[config.mk]
export PLATFORM = sky130hd
export DESIGN_NAME = fp_mult_pipe
export DESIGN_NICKNAME = d
export VERILOG_FILES = /design/src/rtl/fp_mult_pipe_pkg.sv /design/src/rtl/fp_normalizer.sv /design/src/rtl/fp_mult_pipe.sv
export VERILOG_INCLUDE_DIRS = /design/src /design/src/rtl
export SDC_FILE = /design/constraint.sdc
export NUM_CORES = 1
export LEC_CHECK = 0
export BUFFER_PORTS_ARGS = -buffer_cell sky130_fd_sc_hd__buf_2
export CAP_MARGIN = 20
export CELL_PAD_IN_SITES_DETAIL_PLACEMENT = 1
export CELL_PAD_IN_SITES_GLOBAL_PLACEMENT = 2
export CORE_MARGIN = 3
export CORE_UTILIZATION = 40
export DETAILED_ROUTE_END_ITERATION = 7
export MAX_ROUTING_LAYER = met4
export PLACE_DENSITY_LB_ADDON = 0.12
export RECOVER_POWER = 50
export SLEW_MARGIN = 25
export SYNTH_ARGS = -nofsm -noshare
export SYNTH_HDL_FRONTEND = slang
export SYNTH_SLANG_ARGS = --single-unit
[constraint.sdc]
create_clock -name i_clock -period 3.44 [get_ports i_clock]
set_clock_uncertainty 0.15 [all_clocks]
set_input_delay 0.516 -clock i_clock [delete_from_list [all_inputs] [get_ports i_clock]]
set_output_delay 0.516 -clock i_clock [all_outputs]
set_load 0.02 [all_outputs]
[src/rtl/fp_defs.vh]
// Shared field-width defaults, bias formula and word slice offsets for the
// {sign, exponent, fraction} floating-point word used by fp_mult_pipe.
`ifndef FP_DEFS_VH
`define FP_DEFS_VH

`define FP_NB_EXP 4
`define FP_NB_MAN 8
`define FP_BIAS(ne) ((2**((ne)-1))-1)

// Bit positions inside a word of width 1+ne+nm, MSB first.
`define FP_SIGN_POS(ne, nm) ((ne)+(nm))
`define FP_EXP_MSB(ne, nm) ((ne)+(nm)-1)
`define FP_EXP_LSB(nm) (nm)
`define FP_FRAC_MSB(nm) ((nm)-1)

`endif

[src/rtl/fp_mult_pipe_pkg.sv]
// Shared types and helpers for the fp_mult_pipe floating-point multiplier:
// default field widths and the final-stage result classification.
`include "fp_defs.vh"

package fp_mult_pipe_pkg;

  localparam int DEF_NB_EXP = `FP_NB_EXP;
  localparam int DEF_NB_MAN = `FP_NB_MAN;

  typedef enum logic [1:0] {
    RC_NORMAL = 2'd0,
    RC_ZERO   = 2'd1,
    RC_OVF    = 2'd2,
    RC_UNF    = 2'd3
  } res_class_e;

  // Zero operands win over range checks; all-ones exponent is an ordinary finite value.
  function automatic res_class_e classify(input logic zero,
                                          input logic signed [31:0] xexp,
                                          input int nb_exp);
    if (zero)
      return RC_ZERO;
    else if (xexp > (2**nb_exp) - 1)
      return RC_OVF;
    else if (xexp <= 0)
      return RC_UNF;
    else
      return RC_NORMAL;
  endfunction

endpackage

[src/rtl/fp_normalizer.sv]
// Combinational normalization of the raw mantissa product: brings the leading
// one to the top fraction position and truncates the bits below the fraction.
module fp_normalizer #(
  parameter  int NB_EXP  = 4,
  parameter  int NB_MAN  = 8,
  localparam int NB_PROD = 2*NB_MAN+2,
  localparam int NB_XE   = NB_EXP+2
) (
  input  logic        [NB_PROD-1:0] i_prod,
  input  logic signed [NB_XE-1:0]   i_exp,
  output logic        [NB_MAN-1:0]  o_frac,
  output logic signed [NB_XE-1:0]   o_exp
);

  logic w_unused_lsbs;
  assign w_unused_lsbs = ^i_prod[NB_MAN-1:0];

  // Product of two 1.x mantissas lies in [1,4): leading one is at one of the top two bits.
  always_comb begin
    o_frac = i_prod[NB_PROD-3 -: NB_MAN];
    o_exp  = i_exp;
    if (i_prod[NB_PROD-1]) begin
      o_frac = i_prod[NB_PROD-2 -: NB_MAN];
      o_exp  = i_exp + NB_XE'(1);
    end
  end

endmodule

[src/rtl/fp_mult_pipe.sv]
// Three-stage pipelined floating-point multiplier (no denormals, no Inf/NaN):
// S1 sign/exponent/mantissa product, S2 normalize, S3 range check and output.
`include "fp_defs.vh"

module fp_mult_pipe
  import fp_mult_pipe_pkg::*;
#(
  parameter  int NB_EXP  = DEF_NB_EXP,
  parameter  int NB_MAN  = DEF_NB_MAN,
  parameter  int BIAS    = `FP_BIAS(NB_EXP),
  localparam int NB_WORD = 1+NB_EXP+NB_MAN
) (
  input  logic               i_clock,
  input  logic               i_reset_n,
  input  logic [NB_WORD-1:0] i_flotante_1,
  input  logic [NB_WORD-1:0] i_flotante_2,
  input  logic               i_valid,
  output logic               o_ready,
  output logic [NB_WORD-1:0] o_multiplicado,
  output logic               o_valid,
  input  logic               i_ready,
  output logic               o_overflow,
  output logic               o_underflow
);

  localparam int NB_PROD  = 2*NB_MAN+2;
  localparam int NB_XE    = NB_EXP+2;
  localparam int SIGN_POS = `FP_SIGN_POS(NB_EXP, NB_MAN);
  localparam int EXP_MSB  = `FP_EXP_MSB(NB_EXP, NB_MAN);
  localparam int EXP_LSB  = `FP_EXP_LSB(NB_MAN);
  localparam int FRAC_MSB = `FP_FRAC_MSB(NB_MAN);

  // Handshake: an operand pair transfers on a rising edge where i_valid && o_ready;
  // a product transfers where o_valid && i_ready. One enable moves the whole pipe,
  // so a stalled output freezes every stage, valid bits included.
  logic w_en;
  logic r_s3_valid;
  assign w_en    = !r_s3_valid || i_ready;
  assign o_ready = w_en;

  // S1 combinational
  logic        [NB_EXP-1:0]  w_e1, w_e2;
  logic        [NB_MAN:0]    w_m1, w_m2;
  logic                      w_s1_zero;
  logic signed [NB_XE-1:0]   w_s1_exp;
  logic        [NB_PROD-1:0] w_s1_prod;

  assign w_e1      = i_flotante_1[EXP_MSB:EXP_LSB];
  assign w_e2      = i_flotante_2[EXP_MSB:EXP_LSB];
  assign w_m1      = {1'b1, i_flotante_1[FRAC_MSB:0]};
  assign w_m2      = {1'b1, i_flotante_2[FRAC_MSB:0]};
  assign w_s1_zero = (w_e1 == '0) || (w_e2 == '0);
  assign w_s1_exp  = $signed({2'b00, w_e1}) + $signed({2'b00, w_e2}) - NB_XE'(BIAS);
  assign w_s1_prod = {{(NB_MAN+1){1'b0}}, w_m1} * {{(NB_MAN+1){1'b0}}, w_m2};

  logic                      r_s1_valid, r_s1_sign, r_s1_zero;
  logic signed [NB_XE-1:0]   r_s1_exp;
  logic        [NB_PROD-1:0] r_s1_prod;

  always_ff @(posedge i_clock or negedge i_reset_n) begin
    if (!i_reset_n) begin
      r_s1_valid <= 1'b0;
      r_s1_sign  <= 1'b0;
      r_s1_zero  <= 1'b0;
      r_s1_exp   <= '0;
      r_s1_prod  <= '0;
    end else if (w_en) begin
      r_s1_valid <= i_valid;
      r_s1_sign  <= i_flotante_1[SIGN_POS] ^ i_flotante_2[SIGN_POS];
      r_s1_zero  <= w_s1_zero;
      r_s1_exp   <= w_s1_exp;
      r_s1_prod  <= w_s1_prod;
    end
  end

  // S2 normalize
  logic        [NB_MAN-1:0] w_n_frac;
  logic signed [NB_XE-1:0]  w_n_exp;

  fp_normalizer #(
    .NB_EXP (NB_EXP),
    .NB_MAN (NB_MAN)
  ) u_normalizer (
    .i_prod (r_s1_prod),
    .i_exp  (r_s1_exp),
    .o_frac (w_n_frac),
    .o_exp  (w_n_exp)
  );

  logic                     r_s2_valid, r_s2_sign, r_s2_zero;
  logic signed [NB_XE-1:0]  r_s2_exp;
  logic        [NB_MAN-1:0] r_s2_frac;

  always_ff @(posedge i_clock or negedge i_reset_n) begin
    if (!i_reset_n) begin
      r_s2_valid <= 1'b0;
      r_s2_sign  <= 1'b0;
      r_s2_zero  <= 1'b0;
      r_s2_exp   <= '0;
      r_s2_frac  <= '0;
    end else if (w_en) begin
      r_s2_valid <= r_s1_valid;
      r_s2_sign  <= r_s1_sign;
      r_s2_zero  <= r_s1_zero;
      r_s2_exp   <= w_n_exp;
      r_s2_frac  <= w_n_frac;
    end
  end

  // S3 range check / saturate
  res_class_e         w_class;
  logic [NB_WORD-1:0] w_word;
  logic               w_ovf, w_unf;

  assign w_class = classify(r_s2_zero, 32'(r_s2_exp), NB_EXP);

  always_comb begin
    w_word = '0;
    w_ovf  = 1'b0;
    w_unf  = 1'b0;
    case (w_class)
      RC_ZERO: w_word = {r_s2_sign, {(NB_WORD-1){1'b0}}};
      RC_OVF: begin
        w_word = {r_s2_sign, {(NB_WORD-1){1'b1}}};
        w_ovf  = 1'b1;
      end
      RC_UNF: begin
        w_word = {r_s2_sign, {(NB_WORD-1){1'b0}}};
        w_unf  = 1'b1;
      end
      default: w_word = {r_s2_sign, r_s2_exp[NB_EXP-1:0], r_s2_frac};
    endcase
  end

  logic [NB_WORD-1:0] r_out;
  logic               r_ovf, r_unf;

  always_ff @(posedge i_clock or negedge i_reset_n) begin
    if (!i_reset_n) begin
      r_s3_valid <= 1'b0;
      r_out      <= '0;
      r_ovf      <= 1'b0;
      r_unf      <= 1'b0;
    end else if (w_en) begin
      r_s3_valid <= r_s2_valid;
      r_out      <= w_word;
      r_ovf      <= w_ovf;
      r_unf      <= w_unf;
    end
  end

  assign o_valid        = r_s3_valid;
  assign o_multiplicado = r_out;
  assign o_overflow     = r_ovf;
  assign o_underflow    = r_unf;

endmodule

==> results of run 1 <==
==> cell families (layout without fill, tap and decap cells) <==
| logic type | after synthesis | in the layout | share of synthesized area [%] |
|---|---|---|---|
| compound gates | 61 | 61 | 8.11 |
| xor+xnor | 19 | 19 | 3.61 |
| fa+ha+maj | 91 | 91 | 32.8 |
| buf+inv | 104 | 197 | 8.51 |
| flops | 52 | 52 | 28.2 |
| mux | 9 | 9 | 1.95 |
| simple gates | 174 | 174 | 16.8 |
==> timing repair <==
item,4_1_cts,5_1_grt
endpoints found under the setup margin,10,10
cloned,0,1
gates resized for setup,77,25
buffers inserted,11,5
pin swaps,44,40
==> metal layers <==
layer  vias to the layer above  part of all wire (%)
li1                       1792                     -
met1                      1795                    39
met2                        50                    57
met5                         -                     0
met3                        11                   2.4
met4                         0                   1.5
==> sequential cells by signal, indices dropped and copies added, names as in the netlist, 6 cells and up <==
signal,count
r_s2_frac,8
r_s1_exp,6
r_s2_exp,6
o_multiplicado,13
r_s1_prod,10
==> critical path, delay by kind of cell <==
| family | cells | cell delay [ns] |
|---|---|---|
| buffers and inverters | 3 | 0.28 |
| AOI/OAI and AO/OA | 5 | 1.03 |
| adders and majority gates | 5 | 2.23 |
| xor gates and xnor gates | 1 | 0.17 |
| and+or+nand+nor | 1 | 0.06 |
==> report_power, final <==
group          internal (W)  switching, W
clock              0.000342      0.000211
sequential         0.000902      0.000215
combinational       0.00160       0.00156
==> cells in the mapped netlist, drive strengths merged, types with 3 or more instances <==
master,instances
ha,41
buf,8
o21ai,27
inv,82
fa,50
xor2,11
a21oi,15
nand2,89
dfrtp,52
nor2,27
nand4,3
mux2i,9
and2,20
xnor2,8
nor3,25
a21o,5
clkbuf,14
==> cell type report <==
cell class | instances | area (um2)
fill | 1277 | 5040
sequential | 52 | 1300
clock inverter | 2 | 35.0
tap | 140 | 175
timing repair buffer | 107 | 890
multi-input combinational | 354 | 3190
inverter | 82 | 313
clock buffer | 6 | 129
==> how the worst max path moves through the flow <==
stage                                from  slack [ns]       endpoint
after detailed placement  i_flotante_2[7]       -1.28  r_s1_prod[16]
after floorplan           i_flotante_1[4]       -0.93  r_s1_prod[16]
after CTS                 i_flotante_2[5]       -0.92  r_s1_prod[16]
after global placement    i_flotante_2[7]       -1.16  r_s1_prod[16]
after global routing      i_flotante_2[7]       -1.01  r_s1_prod[16]
final                     i_flotante_1[4]       -0.83  r_s1_prod[16]
==> metrics by stage <==
| stage | TNS (ns) | util, % | setup WS (ns) | cell area (um2) | total power, W |
|---|---|---|---|---|---|
| 2_1_floorplan | -7.79 | - | -0.929 | 4790 | 0.00298 |
| 3_3_place_gp | -10.51 | 48.8 | -1.16 | 5400 | 0.00375 |
| 3_5_place_dp | -11.20 | 48.8 | -1.28 | 5400 | 0.00386 |
| 4_1_cts | -7.19 | 53.1 | -0.916 | 5890 | 0.00473 |
| 5_1_grt | -8.17 | 54.5 | -1.01 | 6040 | 0.00531 |
| 6_report | -6.77 | 54.5 | -0.833 | 6040 | 0.00484 |
==> results.md, run 1 <==
- Synth unique cells: 41
- Area growth syn-to-layout: 30.8%
- F_max: between 200 and 250 MHz
- Post-DR vias/cell: 4.91
- Gate Count Post-Synth: 510
- Flop-to-flop setup slack: 1.45 ns
- Io pins: 47
- Clock-pin slew of the registers on the worst-case setup and hold paths: 0.06 ns
- Vias in the first global route: about 4,000
- Fin Hold WS: about 0.27 ns
- Worst setup EP type: flip-flop
- Number of diodes: 0
- Met1 Track Usage GR: 19.5%
- Clk Latency, worst-skew pair: 0.29 ns
- #FFs+latches synth: 52
- Most frequent cells in the layout: nand2_1 (78), inv_1 (69), buf_4 (52), dfrtp_1 (52), fa_1 (45)
- Worst-margin pin slew: 1.52 ns
- Synth top area cells: dfrtp_1 (28%), fa_1 (22%), ha_1 (11%), nand2_1 (7.2%), inv_1 (6.7%)
- Global-route wire length before repair: 18,600 um
- Initial antenna violation count: 0
- Met3 Track Usage GR: 1.96%
- Tmin final: 4.27 ns
- Arrival time at the worst endpoint: 4.29 ns
- Cell Chain, Critical Path: buf_12, buf_8, nand2_4, fa_1, fa_1, fa_1, fa_1, inv_2, ha_4, a211o_1, a221o_1, a41o_1, a31oi_2, xor2_1, o21ai_1
- Slew HR: -1.07%
- Final hold violation count: 0
- Critical path's most frequent cell: fa_1
- Die extent in y: roughly 110 um
- Mapped Area: 0.00462 mm2
- Gr usage total: between 10% and 20%
- Drt drc: 0
- Worst vdd ir: between 0.0005 and 0.0006 V
- Placed Cells: 721
- Commonest non-fill, non-tap cell in the layout: nand2_1
- Max-cap viol count: 1
- Core area: 0.0111 mm2
- Busiest grt layer: met2
- EDFF count, synth: 0
- WHS Path Cells: 3
- Largest stage delay on the critical path: between 0.5 and 0.6 ns
- Worst hold start: i_valid
- Top_reg_cell synth: dfrtp_1
- Sink Count: 52
- Status: finished with violations
- Mean cell area of the mapped netlist: 9.05 um2
- Crit path launch type: primary input
- Clock root buffer: clkbuf_16
- Top-area cell type share of the netlist area: 28.2%
- Port Buf Inserts: 46
- Hold path endpoint: r_s1_valid
- GPL Wtd Cong: approximately 0.85
- Met2 Use GR: 35.3%
- Worst-case clock buffer depth: 2
- Die width: about 110 um
- Setup ws final: -0.833 ns
- Layout cell share with drive strength beyond 1: 28.5%
- Initial Util: 41.7%
- Critical R2R Capture: o_multiplicado[5]
- CTS tree: built
- Initial drt markers: 111
- H-tree Lvls: 2
- Async SR Flop Fraction: 100%
- Hold crit path type: primary input to flip-flop
- Worst Reg-to-Reg Cells: 4
- Crit Path Max Fanout: 3
- Final wirelength: 11,200 um
- HPWL Detailed: 8690 um
- Final ANT Viol Nets: 0
- Worst r2r src: r_s2_exp[4]
- Fin crit share: 124%
- Worst endpoint required time: 3.46 ns
- Final Non-Filler Cells: 743
- Slowest-stage cell, CP: fa_1
- Fin. max-slew vios: 30
- Net count, final: 723
- YS warnings: 0
- Register area share after synthesis: 28.2%
- CP Class: primary input to flip-flop
- Num CTS Buffers: 5
- GRT overflow: 0
- Violated checks: max-capacitance violations, max-slew violations, negative setup slack
- PwrDens: 801 mW/mm2
- Total number of vias: 3,648
- Final setup viols: 10
- Hold_buf cts: 0
- RSZ-0062 raised after global routing: yes
- Leakage: around 3.0 nW
- Largest net degree at the start of global routing: between 40 and 50
- DIE AREA: between 0.01 and 0.015 mm2
- Largest area contributor in the netlist: dfrtp_1
- Placement row count: 38
- 1st-pass router iterations: 6
- Syn_nets: 631
- Per-cell routed wire length: approximately 15 um
(Power assumes the default switching activity.)
==> inputs of run 2 (changes only) <==
Settings changed: GPL_TIMING_DRIVEN from default to 0.
==> run 2 against run 1 <==
- the run ends with negative setup slack left
- flip-flop and latch count unchanged
- sequential power decreased by 4%
- fmax is 2.0% lower
- worst hold slack better by 0.00053 ns
- register-to-register slack is essentially flat
- clock-buffer cell count rose by 1
- setup slack got worse by 0.086 ns
- routed wire length fell by 5.5%
- die area unchanged
- final area shrank 7.1%
- global-route usage about the same
- utilization is 3.9 points lower
- largest cell class unchanged
- largest power group unchanged
==> results.md, run 2 (same netlist as run 1, synthesis figures left out) <==
- Largest net degree at the start of global routing: 53 (was 42)
- Final setup viols: 10 (unchanged)
- PwrDens: 764 mW/mm2 (was 801 mW/mm2)
- Gr usage total: 18.3% (about the same)
- HPWL Detailed: 8640 um (was 8690 um)
- Initial Util: 41.7% (unchanged)
- Post-DR vias/cell: 4.90 (was 4.91)
- Hold crit path type: primary input to flip-flop (unchanged)
- Worst r2r src: o_valid (was r_s2_exp[4])
- Final hold violation count: 0 (unchanged)
- Crit path launch type: primary input (unchanged)
- Io pins: 47 (unchanged)
- 1st-pass router iterations: 4 (was 6)
- Worst vdd ir: 0.000406 V (was 0.000591 V)
- Initial drt markers: 91 (was 111)
- Hold_buf cts: 0 (unchanged)
- GPL Wtd Cong: 0.798 (was 0.847)
- Final wirelength: 10,600 um (was 11,200 um)
- Commonest non-fill, non-tap cell in the layout: nand2_1 (unchanged)
- Setup WS pre-CTS: -1.37 ns (was -1.28 ns)
- Max reg flops: 13 (unchanged)
- Fin. max-slew vios: 0 (was 30)
- Core area: 0.0111 mm2 (unchanged)
- Fin crit share: 127% (was 124%)
- Die width: 113 um (unchanged)
- Status: finished with violations (unchanged)
- Num CTS Buffers: 5 (unchanged)
- Worst endpoint required time: 3.43 ns (was 3.46 ns)
- DIE AREA: 0.0129 mm2 (unchanged)
- Sink Count: 52 (unchanged)
- Port Buf Inserts: 42 (was 46)
- Placed Cells: 692 (was 721)
- Placement row count: 38 (unchanged)
- Critical R2R Capture: o_multiplicado[4] (was o_multiplicado[5])
- Crit path from: i_flotante_1[6] (was i_flotante_1[4])
- Worst-margin pin slew: 1.29 ns (was 1.52 ns)
- Area growth syn-to-layout: 21.6% (was 30.8%)
- Fin Hold WS: 0.271 ns (about the same)
- Worst-case clock buffer depth: 2 (unchanged)
- CP Class: primary input to flip-flop (unchanged)
- Net count, final: 691 (was 723)
- WHS Path Cells: 3 (unchanged)
- Tmin final: 4.36 ns (was 4.27 ns)
- Total number of vias: 3,487 (was 3,648)
- Worst Reg-to-Reg Cells: 5 (was 4)
- Post-layout power: 0.00429 W (was 0.00484 W)
- Setup ws final: -0.919 ns (was -0.833 ns)
- Drt drc: 0 (unchanged)
- GRT overflow: 0 (unchanged)
- Die extent in y: 113 um (unchanged)
- Arrival time at the worst endpoint: 4.35 ns (was 4.29 ns)
- Global-route wire length before repair: 18,600 um (about the same)
- Per-cell routed wire length: 14.9 um (was 15.1 um)
- CTS tree: built (unchanged)
- H-tree Lvls: 2 (unchanged)
- Worst hold start: i_valid (unchanged)
- Layout cell share with drive strength beyond 1: 20.0% (was 28.5%)
- Slew HR: 14.1% (was -1.07%)
- Clock root buffer: clkbuf_16 (unchanged)
- Hold path endpoint: r_s1_valid (unchanged)
- Final Non-Filler Cells: 711 (was 743)
- Final ANT Viol Nets: 0 (unchanged)
- Violated checks: negative setup slack (was max-capacitance violations, max-slew violations, negative setup slack)
- Vias in the first global route: 3,894 (was 4,055)
- Most frequent cells in the layout: nand2_1 (80), inv_1 (73), dfrtp_1 (52) (was nand2_1 (78), inv_1 (69), buf_4 (52), dfrtp_1 (52), fa_1 (45))
- Flop-to-flop setup slack: 1.45 ns (about the same)
- Clock-pin slew of the registers on the worst-case setup and hold paths: 0.07 ns (was 0.06 ns)
- Max-cap viol count: 0 (was 1)
- Worst setup EP type: flip-flop (unchanged)
- Crit Path Max Fanout: 8 (was 3)
- Initial antenna violation count: 0 (unchanged)
- Leakage: 2.80 nW (was 3.04 nW)
- F_max: 229 MHz (was 234 MHz)
- RSZ-0062 raised after global routing: yes (unchanged)
- Finished Core Util: 50.6% (was 54.5%)
- Clk Latency, worst-skew pair: 0.28 ns (was 0.29 ns)
- Number of diodes: 0 (unchanged)
run 2: how the worst max path moves through the flow:
stage / to / slack [ns] / cells past startpoint
after floorplan: r_s1_prod[16] / -0.93 / 16
after global placement: r_s1_prod[17] / -1.31 / 15
after detailed placement: r_s1_prod[17] / -1.37 / 15
after CTS: r_s1_prod[17] / -0.92 / 16
after global routing: r_s1_prod[16] / -1.03 / 16
final: r_s1_prod[17] / -0.92 / 16
run 2: metal layers:
metal	track usage [%]	routed length, um
met5	-	0
met3	1.38	162
met4	3.85	97
met1	21.1	4570
met2	34.9	5750
run 2: critical path: stages:
cell,delay [ns]
buf_8,0.10
clkbuf_16,0.15
and2_4,0.14
fa_1,0.51
fa_2,0.44
fa_1,0.49
inv_1,0.05
fa_1,0.49
inv_2,0.05
ha_4,0.15
a211o_1,0.29
a221o_1,0.28
a41o_1,0.27
a41oi_2,0.20
xnor2_2,0.14
a21oi_1,0.08
run 2: power by group:
group / leakage, nW / switching (W) / internal, W
clock: 0.0701 / 0.000211 / 0.000290
combinational: 2.10 / 0.00148 / 0.00124
sequential: 0.629 / 0.000170 / 0.000903
run 2: area by class of cell:
type / instances / area [um2]
Buffer: 22 / 186
Clock buffer: 7 / 143
Clock inverter: 1 / 7.51
Fill cell: 1283 / 5470
Inverter: 82 / 308
Multi-Input combinational cell: 354 / 3130
Sequential cell: 52 / 1300
Tap cell: 140 / 175
Timing Repair Buffer: 53 / 359
run 2: what timing repair did:
action	CTS	global route
resized for setup	47	11
setup buffers	11	0
setup endpoints to repair	10	10
hold endpoints to repair	0	0
pin swaps	43	16
run 2: metrics by stage:
| stage | setup TNS [ns] | cell area (um2) |
|---|---|---|
| after floorplan | -7.79 | 4790 |
| after global placement | -11.18 | 5180 |
| after detailed placement | -11.66 | 5180 |
| after CTS | -7.37 | 5580 |
| after global routing | -8.75 | 5610 |
| final | -7.30 | 5610 |
==> inputs of run 3 (changes only) <==
Settings changed: CORE_MARGIN 3 to default, CTS_BUF_LIST from default to sky130_fd_sc_hd__clkbuf_16.
Clock period 3.44 ns to 5.4 ns, I/O delays scaled along.
==> run 3 against run 2 <==
- combinational power fell by 46%
- first-iteration DRC count grew 31%
- sequential share of layout area rose by 2.2 points
- non-clock buffer count shrank 12
- the flow finishes with violations (max-capacitance violations, max-slew violations)
- routed wire length increased by 3.8%
==> results.md, run 3 (same netlist as run 1, synthesis figures left out) <==
- Total number of vias: 3,484 (was 3,487)
- Status: finished with violations (unchanged)
- Worst-margin pin slew: 2.86 ns (was 1.29 ns)
- Drt drc: 0 (unchanged)
- Arrival time at the worst endpoint: 5.19 ns (was 4.35 ns)
- Max-cap viol count: 1 (was 0)
- Worst vdd ir: 0.000193 V (was 0.000406 V)
- Crit path from: i_flotante_1[3] (was i_flotante_1[6])
- Die extent in y: 109 um (was 113 um)
- Max reg flops: 13 (unchanged)
- Critical R2R Capture: o_underflow (was o_multiplicado[4])
- CP Class: primary input to flip-flop (unchanged)
- Final setup viols: 0 (was 10)
- Post-DR vias/cell: 4.99 (was 4.90)
- CTS tree: built (unchanged)
- Final hold violation count: 0 (unchanged)
- Post-CTS Setup Bufs: 0 (was 11)
- Per-cell routed wire length: 15.7 um (was 14.9 um)
- Crit Path Max Fanout: 8 (unchanged)
- Global-route wire length before repair: 18,000 um (was 18,600 um)
- Number of diodes: 0 (unchanged)
- Fin. max-slew vios: 53 (was 0)
- GRT overflow: 0 (unchanged)
- Fin crit share: between 90% and 100%
- Clk Latency, worst-skew pair: 0.29 ns (was 0.28 ns)
- Final wirelength: 11,000 um (was 10,600 um)
- Clock root buffer: clkbuf_16 (unchanged)
- Final ANT Viol Nets: 0 (unchanged)
- Core area: 0.0110 mm2 (was 0.0111 mm2)
- Flop-to-flop setup slack: 3.37 ns (was 1.45 ns)
- HPWL Detailed: 8850 um (was 8640 um)
- Placement row count: 38 (unchanged)
- Vias in the first global route: 3,678 (was 3,894)
- Initial Util: 41.8% (was 41.7%)
- Setup TNS: 0 ns (was -7.30 ns)
- F_max: 193 MHz
- Area growth syn-to-layout: 11.0% (was 21.6%)
- Net count, final: 679 (was 691)
- 1st-pass router iterations: 4 (unchanged)
- Die width: 109 um (was 113 um)
- Crit path launch type: primary input (unchanged)
- Initial drt markers: 119 (was 91)
- Clock-pin slew of the registers on the worst-case setup and hold paths: 0.07 ns (about the same)
- Fin Hold WS: 0.315 ns (was 0.271 ns)
- Placed Cells: 692 (unchanged)
- Num CTS Buffers: 5 (unchanged)
- Worst Reg-to-Reg Cells: 5 (unchanged)
- Gr usage total: 20.3% (was 18.3%)
- Setup crit end: r_s1_prod[16] (was r_s1_prod[17])
- Worst-case clock buffer depth: 2 (unchanged)
- Final Non-Filler Cells: 698 (was 711)
- Violated checks: max-capacitance violations, max-slew violations (was negative setup slack)
- Initial antenna violation count: 0 (unchanged)
- Worst setup EP type: flip-flop (unchanged)
- Slew HR: -90.6% (was 14.1%)
- Sink Count: 52 (unchanged)
- Finished Core Util: 46.4% (was 50.6%)
- Worst endpoint required time: 5.40 ns (was 3.43 ns)
- Most frequent cells in the layout: nand2_1 (89), inv_1 (82), dfrtp_1 (52) (was nand2_1 (80), inv_1 (73), dfrtp_1 (52))
- Hold_buf cts: 0 (unchanged)
- PwrDens: 478 mW/mm2 (was 764 mW/mm2)
- GPL Wtd Cong: 0.797 (was 0.798)
- Hold crit path type: flip-flop to flip-flop (was primary input to flip-flop)
- RSZ-0062 raised after global routing: no (was yes)
- DIE AREA: 0.0120 mm2 (was 0.0129 mm2)
- H-tree Lvls: 2 (unchanged)
- Commonest non-fill, non-tap cell in the layout: nand2_1 (unchanged)
- Worst r2r src: o_valid (unchanged)
- Io pins: 47 (unchanged)
- Leakage: 2.61 nW (was 2.80 nW)
- Port Buf Inserts: 42 (unchanged)
- Tmin final: 5.19 ns
- Largest net degree at the start of global routing: 53 (unchanged)
- Layout cell share with drive strength beyond 1: 8.24% (was 20.0%)
-- run 3: changes by cell type in the layout (fill, tap and decap cells not counted), moves of 5 or more --
cell and delta:
buf_4 -14, inv_1 +9, inv_2 -9, nand2_1 +9
and2_4 -8, and2_1 +7, buf_2 +7, clkbuf_1 +7
buf_6 -6, ha_1 +6, ha_4 -6, fa_1 +5
fa_2 -5, nand2_4 -5
-- run 3: layer usage --
metal  up-vias  global-route usage [%]  wire length (um)
li1       1702                       -                 -
met1      1735                    29.9              5630
met2        40                    30.8              5040
met3         7                    2.55               252
met4         0                    2.29                58
met5         -                       -                 0
-- run 3: report_power, final --
group          switching [W]  total [W]  leakage [nW]  internal, W
Combinational       0.000860    0.00146          1.92     0.000597
Sequential          0.000117   0.000693         0.629     0.000576
Clock               0.000133   0.000300        0.0648     0.000166
-- run 3: timing repair --
action,CTS,global route
resized for setup,0,4
setup endpoints to repair,0,2
hold endpoints to repair,0,0
-- run 3: critical path, stage by stage --
cell and delay [ns]:
clkbuf_1 0.32, nand2_1 0.14, fa_1 0.54, inv_1 0.06, fa_1 0.50, fa_1 0.56
inv_1 0.06, fa_1 0.52, inv_1 0.04, ha_1 0.35, and2_2 0.21, a221o_1 0.31
a41o_1 0.27, a31oi_1 0.22, xor2_1 0.20, o21ai_1 0.07
-- run 3: layout make-up --
cell class	count	area, um2
Clock inverter	2	7.51
Clock buffer	5	125
Sequential cell	52	1300
Buffer	21	83.8
Timing Repair Buffer	42	200
Multi-Input combinational cell	354	2920
Inverter	82	308
Tap cell	140	175
Fill cell	1333	5910
-- run 3: worst min-delay path by stage --
stage / end / slack [ns] / cells after the start / startpoint
after detailed placement: o_multiplicado[12] / 0.31 / 2 / o_multiplicado[12]
after CTS: o_multiplicado[12] / 0.33 / 2 / o_multiplicado[12]
final: o_multiplicado[12] / 0.31 / 2 / o_multiplicado[12]
after floorplan: r_s2_valid / 0.28 / 2 / r_s2_valid
after global placement: o_multiplicado[12] / 0.29 / 2 / o_multiplicado[12]
after global routing: o_underflow / 0.35 / 1 / r_s2_zero
-- run 3: stage by stage --
stage	area (um2)	setup WS [ns]	total power (W)
2_1_floorplan	4620	0.328	0.00178
3_3_place_gp	5000	-0.107	0.00213
3_5_place_dp	5000	-0.174	0.00218
4_1_cts	5140	0.116	0.00250
5_1_grt	5120	0.00668	0.00269
6_report	5120	0.206	0.00245
